File: config.mk
export PLATFORM = sky130hd
export DESIGN_NAME = dcache_req_arbiter
export DESIGN_NICKNAME = d
export VERILOG_FILES = /design/src/rtl/dcache_req_arbiter_pkg.sv /design/src/rtl/dcache_req_arbiter_rr.sv /design/src/rtl/dcache_req_arbiter.sv
export SDC_FILE = /design/constraint.sdc
export NUM_CORES = 1
export LEC_CHECK = 0
export ABC_AREA = 0
export ABC_CLOCK_PERIOD_IN_PS = 4200
export BUFFER_PORTS_ARGS = -buffer_cell sky130_fd_sc_hd__buf_4
export CORE_AREA = 5 5 258 260
export CTS_CLUSTER_DIAMETER = 150
export DETAILED_ROUTE_END_ITERATION = 10
export DIE_AREA = 0 0 263 265
export PLACE_DENSITY = 0.39
export SYNTH_ARGS = -nofsm -noshare
export SYNTH_HDL_FRONTEND = slang
export SYNTH_SLANG_ARGS = --single-unit
File: constraint.sdc
create_clock -name clk_i -period 4.2 [get_ports clk_i]
set_input_delay 0.84 -clock clk_i [delete_from_list [all_inputs] [get_ports clk_i]]
set_output_delay 0.84 -clock clk_i [all_outputs]
set_load 0.02 [all_outputs]
File: src/rtl/dcache_req_arbiter_pkg.sv
// Shared types and constants for the HPDC request arbiter and its round-robin helper.
package dcache_req_arbiter_pkg;

    localparam int DCACHE_ARB_MAX_REQ = 8;

    typedef enum logic [1:0] {
        ARB_IDLE  = 2'd0,
        ARB_DRAIN = 2'd1,
        ARB_DONE  = 2'd2
    } dcache_arb_state_t;

    typedef enum logic {
        TAG_FREE    = 1'b0,
        TAG_PENDING = 1'b1
    } tag_state_t;

endpackage

File: src/rtl/dcache_req_arbiter_rr.sv
// Round-robin arbiter: scans from the held pointer upward with wrap; the pointer
// moves past the winner only when the caller strobes advance_i.
module rr_arbiter #(
    parameter int N     = 3,
    parameter int IDX_W = (N > 1) ? $clog2(N) : 1
) (
    input  logic             clk_i,
    input  logic             rst_i,
    input  logic [N-1:0]     req_i,
    input  logic             advance_i,
    output logic [N-1:0]     grant_o,
    output logic [IDX_W-1:0] idx_o,
    output logic             valid_o
);

    logic [IDX_W-1:0] ptr_q;
    logic [IDX_W-1:0] ptr_d;
    logic [IDX_W-1:0] winIdx;
    logic             found;
    int               cand;

    always_comb begin
        winIdx = '0;
        found  = 1'b0;
        cand   = 0;
        for (int k = 0; k < N; k++) begin
            cand = (int'(ptr_q) + k) % N;
            if (!found && req_i[cand]) begin
                found  = 1'b1;
                winIdx = IDX_W'(cand);
            end
        end
    end

    assign idx_o   = winIdx;
    assign valid_o = found;
    assign grant_o = found ? (N'(1) << winIdx) : '0;

    always_comb begin
        ptr_d = ptr_q;
        if (advance_i && found) begin
            ptr_d = (int'(winIdx) == N - 1) ? '0 : winIdx + IDX_W'(1);
        end
    end

    always_ff @(posedge clk_i) begin
        if (rst_i) begin
            ptr_q <= '0;
        end else begin
            ptr_q <= ptr_d;
        end
    end

endmodule

File: src/rtl/dcache_req_arbiter.sv
// Shares one HPDC port among NUM_REQ requesters: RR grant, tid pool, response routing, fence drain.
// Define DCACHE_ARB_CHECK_EN to enable the sticky protocol-error flag on error_o.
module dcache_req_arbiter
    import dcache_req_arbiter_pkg::*;
#(
    parameter int NUM_REQ   = 3,
    parameter int NUM_TAGS  = 16,
    parameter int TID_W     = 7,
    parameter int PAYLOAD_W = 128,
    parameter int DATA_W    = 64
) (
    input  logic                          clk_i,
    input  logic                          rst_i,
    input  logic [NUM_REQ-1:0]            req_valid_i,
    input  logic [NUM_REQ*PAYLOAD_W-1:0]  req_payload_i,
    output logic [NUM_REQ-1:0]            req_ready_o,
    output logic                          dc_req_valid_o,
    input  logic                          dc_req_ready_i,
    output logic [PAYLOAD_W-1:0]          dc_req_payload_o,
    output logic [TID_W-1:0]              dc_req_tid_o,
    input  logic                          dc_rsp_valid_i,
    input  logic [TID_W-1:0]              dc_rsp_tid_i,
    input  logic [DATA_W-1:0]             dc_rsp_data_i,
    output logic [NUM_REQ-1:0]            rsp_valid_o,
    output logic [DATA_W-1:0]             rsp_data_o,
    input  logic                          fence_req_i,
    input  logic                          wbuf_empty_i,
    output logic                          fence_done_o,
    output logic [$clog2(NUM_TAGS):0]     inflight_o,
    output logic                          error_o
);

    localparam int IDX_W = (NUM_REQ > 1) ? $clog2(NUM_REQ) : 1;
    localparam int TAG_W = $clog2(NUM_TAGS);
    localparam int CNT_W = TAG_W + 1;

    tag_state_t        tagState_q [NUM_TAGS];
    logic [IDX_W-1:0]  owner_q    [NUM_TAGS];
    logic [CNT_W-1:0]  inflight_q;
    logic [CNT_W-1:0]  inflight_d;
    dcache_arb_state_t state_q;
    logic              fenceDone_q;

    logic [NUM_REQ-1:0] grantVec;
    logic [IDX_W-1:0]   grantIdx;
    logic               anyReq;
    logic               handshake;
    logic [TAG_W-1:0]   freeIdx;
    logic               freeExists;
    logic               rspInRange;
    logic [TAG_W-1:0]   rspIdx;
    logic               rspHit;

    rr_arbiter #(
        .N     (NUM_REQ),
        .IDX_W (IDX_W)
    ) u_rr (
        .clk_i     (clk_i),
        .rst_i     (rst_i),
        .req_i     (req_valid_i),
        .advance_i (handshake),
        .grant_o   (grantVec),
        .idx_o     (grantIdx),
        .valid_o   (anyReq)
    );

    // Only tags FREE at the start of the cycle are candidates, so a tag released this cycle waits one cycle.
    always_comb begin
        freeIdx    = '0;
        freeExists = 1'b0;
        for (int i = NUM_TAGS - 1; i >= 0; i--) begin
            if (tagState_q[i] == TAG_FREE) begin
                freeIdx    = TAG_W'(i);
                freeExists = 1'b1;
            end
        end
    end

    assign dc_req_valid_o   = anyReq && freeExists && (state_q == ARB_IDLE);
    assign handshake        = dc_req_valid_o && dc_req_ready_i;
    assign req_ready_o      = handshake ? grantVec : '0;
    assign dc_req_payload_o = req_payload_i[grantIdx*PAYLOAD_W +: PAYLOAD_W];
    assign dc_req_tid_o     = TID_W'(freeIdx);

    assign rspInRange  = ({1'b0, dc_rsp_tid_i} < (TID_W+1)'(NUM_TAGS));
    assign rspIdx      = dc_rsp_tid_i[TAG_W-1:0];
    assign rspHit      = dc_rsp_valid_i && rspInRange && (tagState_q[rspIdx] == TAG_PENDING);
    assign rsp_valid_o = rspHit ? (NUM_REQ'(1) << owner_q[rspIdx]) : '0;
    assign rsp_data_o  = rspHit ? dc_rsp_data_i : '0;

    assign inflight_d = inflight_q + CNT_W'(handshake) - CNT_W'(rspHit);
    assign inflight_o = inflight_q;

    always_ff @(posedge clk_i) begin
        if (rst_i) begin
            for (int i = 0; i < NUM_TAGS; i++) begin
                tagState_q[i] <= TAG_FREE;
                owner_q[i]    <= '0;
            end
            inflight_q <= '0;
        end else begin
            if (handshake) begin
                tagState_q[freeIdx] <= TAG_PENDING;
                owner_q[freeIdx]    <= grantIdx;
            end
            if (rspHit) begin
                tagState_q[rspIdx] <= TAG_FREE;
            end
            inflight_q <= inflight_d;
        end
    end

    // Fence sequencing; dropping the fence while draining abandons it without signalling done.
    always_ff @(posedge clk_i) begin
        if (rst_i) begin
            state_q     <= ARB_IDLE;
            fenceDone_q <= 1'b0;
        end else begin
            case (state_q)
                ARB_IDLE: begin
                    fenceDone_q <= 1'b0;
                    if (fence_req_i) state_q <= ARB_DRAIN;
                end
                ARB_DRAIN: begin
                    if (!fence_req_i) begin
                        state_q <= ARB_IDLE;
                    end else if (inflight_q == '0 && wbuf_empty_i) begin
                        state_q     <= ARB_DONE;
                        fenceDone_q <= 1'b1;
                    end
                end
                ARB_DONE: begin
                    if (!fence_req_i) begin
                        state_q     <= ARB_IDLE;
                        fenceDone_q <= 1'b0;
                    end
                end
                default: begin
                    state_q     <= ARB_IDLE;
                    fenceDone_q <= 1'b0;
                end
            endcase
        end
    end

    assign fence_done_o = fenceDone_q;

`ifdef DCACHE_ARB_CHECK_EN
    logic errEvent;
    logic error_q;

    assign errEvent = dc_rsp_valid_i && (!rspInRange || (tagState_q[rspIdx] == TAG_FREE));

    always_ff @(posedge clk_i) begin
        if (rst_i) begin
            error_q <= 1'b0;
        end else if (errEvent) begin
            error_q <= 1'b1;
        end
    end

`ifndef SYNTHESIS
    always_ff @(posedge clk_i) begin
        if (!rst_i && errEvent) begin
            $error("dcache_req_arbiter: response to unallocated tid %0d at %0t", dc_rsp_tid_i, $time);
        end
    end
`endif

    assign error_o = error_q;
`else
    assign error_o = 1'b0;
`endif

endmodule

---- Yosys cells after proc, flatten, opt, wreduce, memory -nomap -nowiden ----
Memory sizes are Yosys's and may differ from the RTL's.
Cells that the tools add are included.
storage, ports and cells
  flip-flop bits (word level) ............. 10
  RAM bits ................................ 48
  input port bits ......................... 464
  memories ................................ 2
operators by class
  $lt $le $gt $ge ......................... 4
  equal/unequal tests ..................... 8
  shift-type cells ........................ 3
  mux-type cells .......................... 78
  add/subtract/negate cells ............... 5
  reduce and logical (&&, ||, !) cells .... 18
  divide/modulo/power cells ............... 3
memory list
  name        depth  bits a word  rd ports  clocked after memory_dff  wr ports  RTL line                  RTL
  owner_q     16     2            1         0                         16        dcache_req_arbiter.sv:38  logic [IDX_W-1:0] owner_q [NUM_TAGS];
  tagState_q  16     1            17        0                         16        dcache_req_arbiter.sv:37  tag_state_t tagState_q [NUM_TAGS];
operators with widths
  cell                                                                            number
  384-bit by 10-bit variable part select with 128-bit output                      1
  32-bit by 4-bit less-than comparator with 1-bit output (second input constant)  3
  4-bit 2-to-1 mux                                                                19
  32-bit by 3-bit remainder unit with 32-bit output (second input constant)       2
  64-bit 2-to-1 mux                                                               1
  1-bit 2-to-1 mux                                                                41
  3-bit by 3-bit remainder unit with 32-bit output (second input constant)        1
  2-bit 2-to-1 mux                                                                9
  1-bit logical AND                                                               9
  3-bit 2-to-1 mux                                                                3
  2-bit inequality test (second input constant)                                   4
  7-bit by 5-bit less-than comparator with 1-bit output (second input constant)   1
  1-bit binary-select mux with 2-bit select                                       3
  2-bit one-hot mux with 3 select lines                                           1
  3-bit AND reduction                                                             2
  1-bit by 2-bit << shifter with 3-bit output (first input constant)              2
  5-bit by 1-bit adder with 5-bit output                                          1
  5-bit zero test                                                                 1
  5-bit by 1-bit subtractor with 5-bit output                                     1
  2-bit equality test (second input constant)                                     2
  2-bit by 1-bit adder with 3-bit output (second input constant)                  1
  2-bit by 2-bit adder with 3-bit output (second input constant)                  1
  3-bit inequality test (second input constant)                                   1
  2-bit by 1-bit adder with 2-bit output (second input constant)                  1
  other kinds (6)                                                                 8

---- Depth between registers and ports, before layout ----
An unclocked memory read counts as a cell.
  depth after elaboration ................. 25
  mapped depth ............................ 16
  gate-level depth less buffers ........... 14

---- By module ----
Synthesis repeated with hierarchy kept, for this count alone.
second synthesis, totals
  cell total of the unflattened synthesis .. 879
  area total of the unflattened synthesis .. 6745.2 um^2
modules (own cells, without submodules)
  module              area an instance (um^2)  times used  cells an instance
  dcache_req_arbiter  6349.8                   1           831
  rr_arbiter          395.4                    1           48

---- Least setup slack after synthesis ----
No wires, ideal clock.
  path type ............................... input-to-reg
  start point ............................. in dc_rsp_tid_i[0]
  end point ............................... reg inflight_q[4], in the netlist inflight_o[4]
  path slack .............................. 614 ps
  cell stages on the path ................. 14
  library setup time ...................... 70 ps
  buffers on the path ..................... 2
  required time ........................... 4130 ps
  arrival ................................. 3515 ps
  cell sequence ........................... buf_6 -> mux4_2 -> mux2i_1 -> or2_1 -> a21oi_4 -> buf_2 -> ha_1 -> inv_1 -> ha_1 -> fa_1 -> a21oi_1 -> nor2_1 -> or3_1 -> a21oi_1
between the ends
  word-level cells in the longest chain between the ends .. 4
  elaborated cells on any way between the ends .. 5
  classes of those cells .................. add/sub: 1; order compare: 1; reduce/logical: 2; memory: 1
ends and longest elaborated chain
  item                                                   RTL line                   RTL
  start: declaration                                     dcache_req_arbiter.sv:22   input logic [TID_W-1:0] dc_rsp_tid_i,
  7-bit by 5-bit less-than comparator with 1-bit output  dcache_req_arbiter.sv:85   assign rspInRange = ({1'b0, dc_rsp_tid_i} < (TID_W+1)'(NUM_TAGS));
  1-bit logical AND                                      dcache_req_arbiter.sv:87   assign rspHit = dc_rsp_valid_i && rspInRange && (tagState_q[rspIdx] == TAG_PENDING);
  1-bit logical AND *                                    dcache_req_arbiter.sv:87
  5-bit by 1-bit subtractor with 5-bit output *          dcache_req_arbiter.sv:91   assign inflight_d = inflight_q + CNT_W'(handshake) - CNT_W'(rspHit);
  end signal: assignment                                 dcache_req_arbiter.sv:109  inflight_q <= inflight_d;
  end: declaration                                       dcache_req_arbiter.sv:39   logic [CNT_W-1:0] inflight_q;
Every way passes the cells marked *; elsewhere a longest branch is shown, timed or not.
A chain may end at the register's enable or synchronous reset.

---- Worst setup path after layout ----
  start point ............................. in dc_rsp_tid_i[0]
  end point ............................... out rsp_valid_o[0]
between the ends
  word-level cells in the longest chain between the ends .. 4
  elaborated cells on any way between the ends .. 7
  classes of those cells .................. order compare: 1; shift: 1; mux: 1; reduce/logical: 2; memory: 2
ends and longest elaborated chain
  item                                                   RTL line                  RTL
  7-bit by 5-bit less-than comparator with 1-bit output  dcache_req_arbiter.sv:85
  1-bit logical AND (2 in series)                        dcache_req_arbiter.sv:87
  3-bit 2-to-1 mux *                                     dcache_req_arbiter.sv:88  assign rsp_valid_o = rspHit ? (NUM_REQ'(1) << owner_q[rspIdx]) : '0;
  end: declaration                                       dcache_req_arbiter.sv:24  output logic [NUM_REQ-1:0] rsp_valid_o,
Marked as above.

==> results.yml <==
worst_hold_path:
  hold_path_end: "fence_done_o$_SDFFE_PP0P_"
  hold_class: "reg -> reg"
  worstHoldPathCells: 2
  min_from: "fence_done_o$_SDFFE_PP0P_"
timing:
  fmaxAchievable_ghz: 0.269
  layout_setup_ws_ps: 484
  whs_ps: 521
  finalCriticalPeriod_ps: 3720
  tightestPinTransition_ps: 685
  fin_skew_ps: 8.00
  rsz0062_at_grt: "false"
  drv_slew: 0
  relSlewSlack: 0.543
  setup_viol: 0
  tns_ps: 0
  period_share: 0.885
  hold_viol_final: 0
worst_setup_path:
  worst_setup_path_start_kind: "input pin"
  r2r-end: "inflight_o[4]$_SDFF_PP0_"
  crit_start: "dc_rsp_tid_i[0]"
  worstSetupEndpointType: "output port"
  worstSetupPathType: "in -> out"
  cp.required_ps: 3360
  crit_fanout: 67
  r2r_setup_slack_ps: 980
  timing.rr.start: "u_rr.ptr_q[0]$_SDFFE_PP0P_"
  arrival_ps: 2880
  r2r_cells: 14
routing:
  dr.pass1.iters: 5
  wl_um: 53700
  routed_via_density: 4.03
  drcViolationCount: 0
  antenna_left: 0
  vias: 9516
  drt_iter0_markers: 570
  wl_per_cell_um: 22.7
job:
  cap_violations: 0
place:
  gp_congestion: 0.948
  placed_area_mm2: 0.0123
  io_buffers: 672
  dpl.hpwl_um: 45700
  dp_slack_ps: 479
  dp_cells: 2338
die:
  ios: 677
  rows: 93
  start_util: 0.100
  die_h_um: 265
  die_x_um: 263
  placeableCoreArea_mm2: 0.0639
  die_area_mm2: 0.0697
run_status:
  run_status: "completed"
logic_synthesis:
  synth-edff-count: 32
  synth_top_area_frac: 0.155
  avgSynthCellArea_um2: 7.25
  yosysWarnings: 0
  yosysSeqAreaShare: 0.232
  synthTopCellsByCount: "151 x nand2_1, 148 x nand3_1, 132 x a22oi_1, 45 x and2_1, 40 x buf_2"
  yosys.cell_count.top_type: "nand2_1"
  async_flop_share: 0
  yosys_most_used_dff: "edfxtp_1"
  ys_seq_elements: 58
  synth_top_area_cell: "a22oi_1"
  netlist_area_mm2: 0.00639
  syn_inst: 881
  synthTopCellsByArea: "a22oi_1 16%, edfxtp_1 15%, nand3_1 12%"
  ys_types: 69
cells_and_area:
  fin_cells: 2364
  finalInstanceArea_mm2: 0.0126
  nets: 1967
  areaGrowthSynthToFinish_pct: 97.9
  final_util: 0.198
  drive_gt1_frac: 0.501
clock_network:
  cts.sink_count: 58
  clock_path_buffers: 2
  cts_tree: "built"
  clk_latency_ps: 340
  cts_made_buffers: 9
  h-tree-depth: 3
  root_buffer: "clkbuf_16"
  post_cts_buffers: 0
  cts_hold_buf: 0
  path_clk_slew_ps: 50
  cts_resized: 0
grt:
  gr-total-overflow: 0
  grt_util_all_layers: 0.141
  grt_max_degree: 101
  grt_pass1_wl_um: 72600
  grt_pass1_vias: 9443
  grt_antenna_before_repair: 23
power:
  p_leak_nw: 5.98
  powerDensity_mw_per_mm2: 271
  power_mw: 3.43
  ir_drop_mv: 0.181
-- power by group --
part	leakage, nW	internal [mW]	switching (mW)	total [mW]
combinational	5.31	0.887	1.17	2.05
sequential	0.535	0.629	0.0253	0.654
clock	0.135	0.451	0.273	0.724
total	5.98	1.97	1.46	3.43
-- sequential cells by signal, indices dropped and copies added (netlist names) --
register / cells
owner_q: 32
tagState_q: 16
inflight_o: 5
state_q: 2
u_rr.ptr_q: 2
fence_done_o: 1
-- critical path: stages --
cell and delay (ps):
buf_4 150, buf_4 220, nor2b_1 170, a22oi_1 190, nand3_1 140, a21oi_4 200, buf_4 480, nor3b_1 270
buf_4 180
-- how the worst max path moves through the flow --
stage / end / slack (ps) / cells after the start
6_report: rsp_valid_o[0] / 480 / 9
2_1_floorplan: inflight_o[4]$_SDFF_PP0_ / 610 / 14
3_3_place_gp: inflight_o[4]$_SDFF_PP0_ / 500 / 13
5_1_grt: rsp_valid_o[0] / 280 / 9
4_1_cts: dc_req_payload_o[90] / 440 / 9
3_5_place_dp: rsp_valid_o[0] / 480 / 9
-- layout by cell type (no fill, tap or decap), types with 3 or more instances in the layout --
| cell type | count |
|---|---|
| dfxtp_1 | 26 |
| nor3_1 | 27 |
| buf_4 | 686 |
| a211o_1 | 4 |
| mux2i_1 | 5 |
| buf_12 | 7 |
| diode_2 | 11 |
| nand4_1 | 8 |
| conb_1 | 4 |
| and2_1 | 45 |
| ha_1 | 8 |
| nor4_1 | 3 |
| nand3b_1 | 5 |
| a21oi_1 | 10 |
| clkbuf_16 | 9 |
| a31oi_1 | 5 |
| nand2_1 | 151 |
| and2_4 | 20 |
| o211ai_1 | 4 |
| a22oi_1 | 132 |
| a21o_1 | 4 |
| o21ai_1 | 4 |
| o21ai_0 | 26 |
| inv_1 | 22 |
| nor2_1 | 22 |
| nand3_1 | 148 |
| o31ai_1 | 4 |
| nand2b_1 | 5 |
| edfxtp_1 | 32 |
| mux4_2 | 11 |
| nor2b_1 | 10 |
| a311o_1 | 3 |
-- kinds of logic after synthesis --
family / synth area share
adder cells (fa/ha/maj): 0.0204
other: 0.000587
flip-flops: 0.232
AO/OA/AOI/OAI: 0.249
AND/OR/NAND/NOR: 0.362
multiplexers: 0.0466
buffers and inverters: 0.0856
XOR/XNOR: 0.00411
-- metal layers --
layer	vias to the layer above	routed length, um	global-route usage	part of all wire
li1	4478	-	-	-
met1	4456	20100	0.156	0.37
met2	508	27800	0.251	0.52
met3	64	4480	0.0473	0.083
met4	10	1180	0.0513	0.022
met5	-	75	0	0.0014
-- area by class of cell --
cell class	count	area, um2
inverter	22	82.6
clock inverter	6	58.8
antenna	11	27.5
tap	855	1070
timing repair buffer	693	5290
fill	7237	51200
multi-input combinational	710	4410
clock buffer	9	225
sequential	58	1480
(Power assumes the default switching activity.)
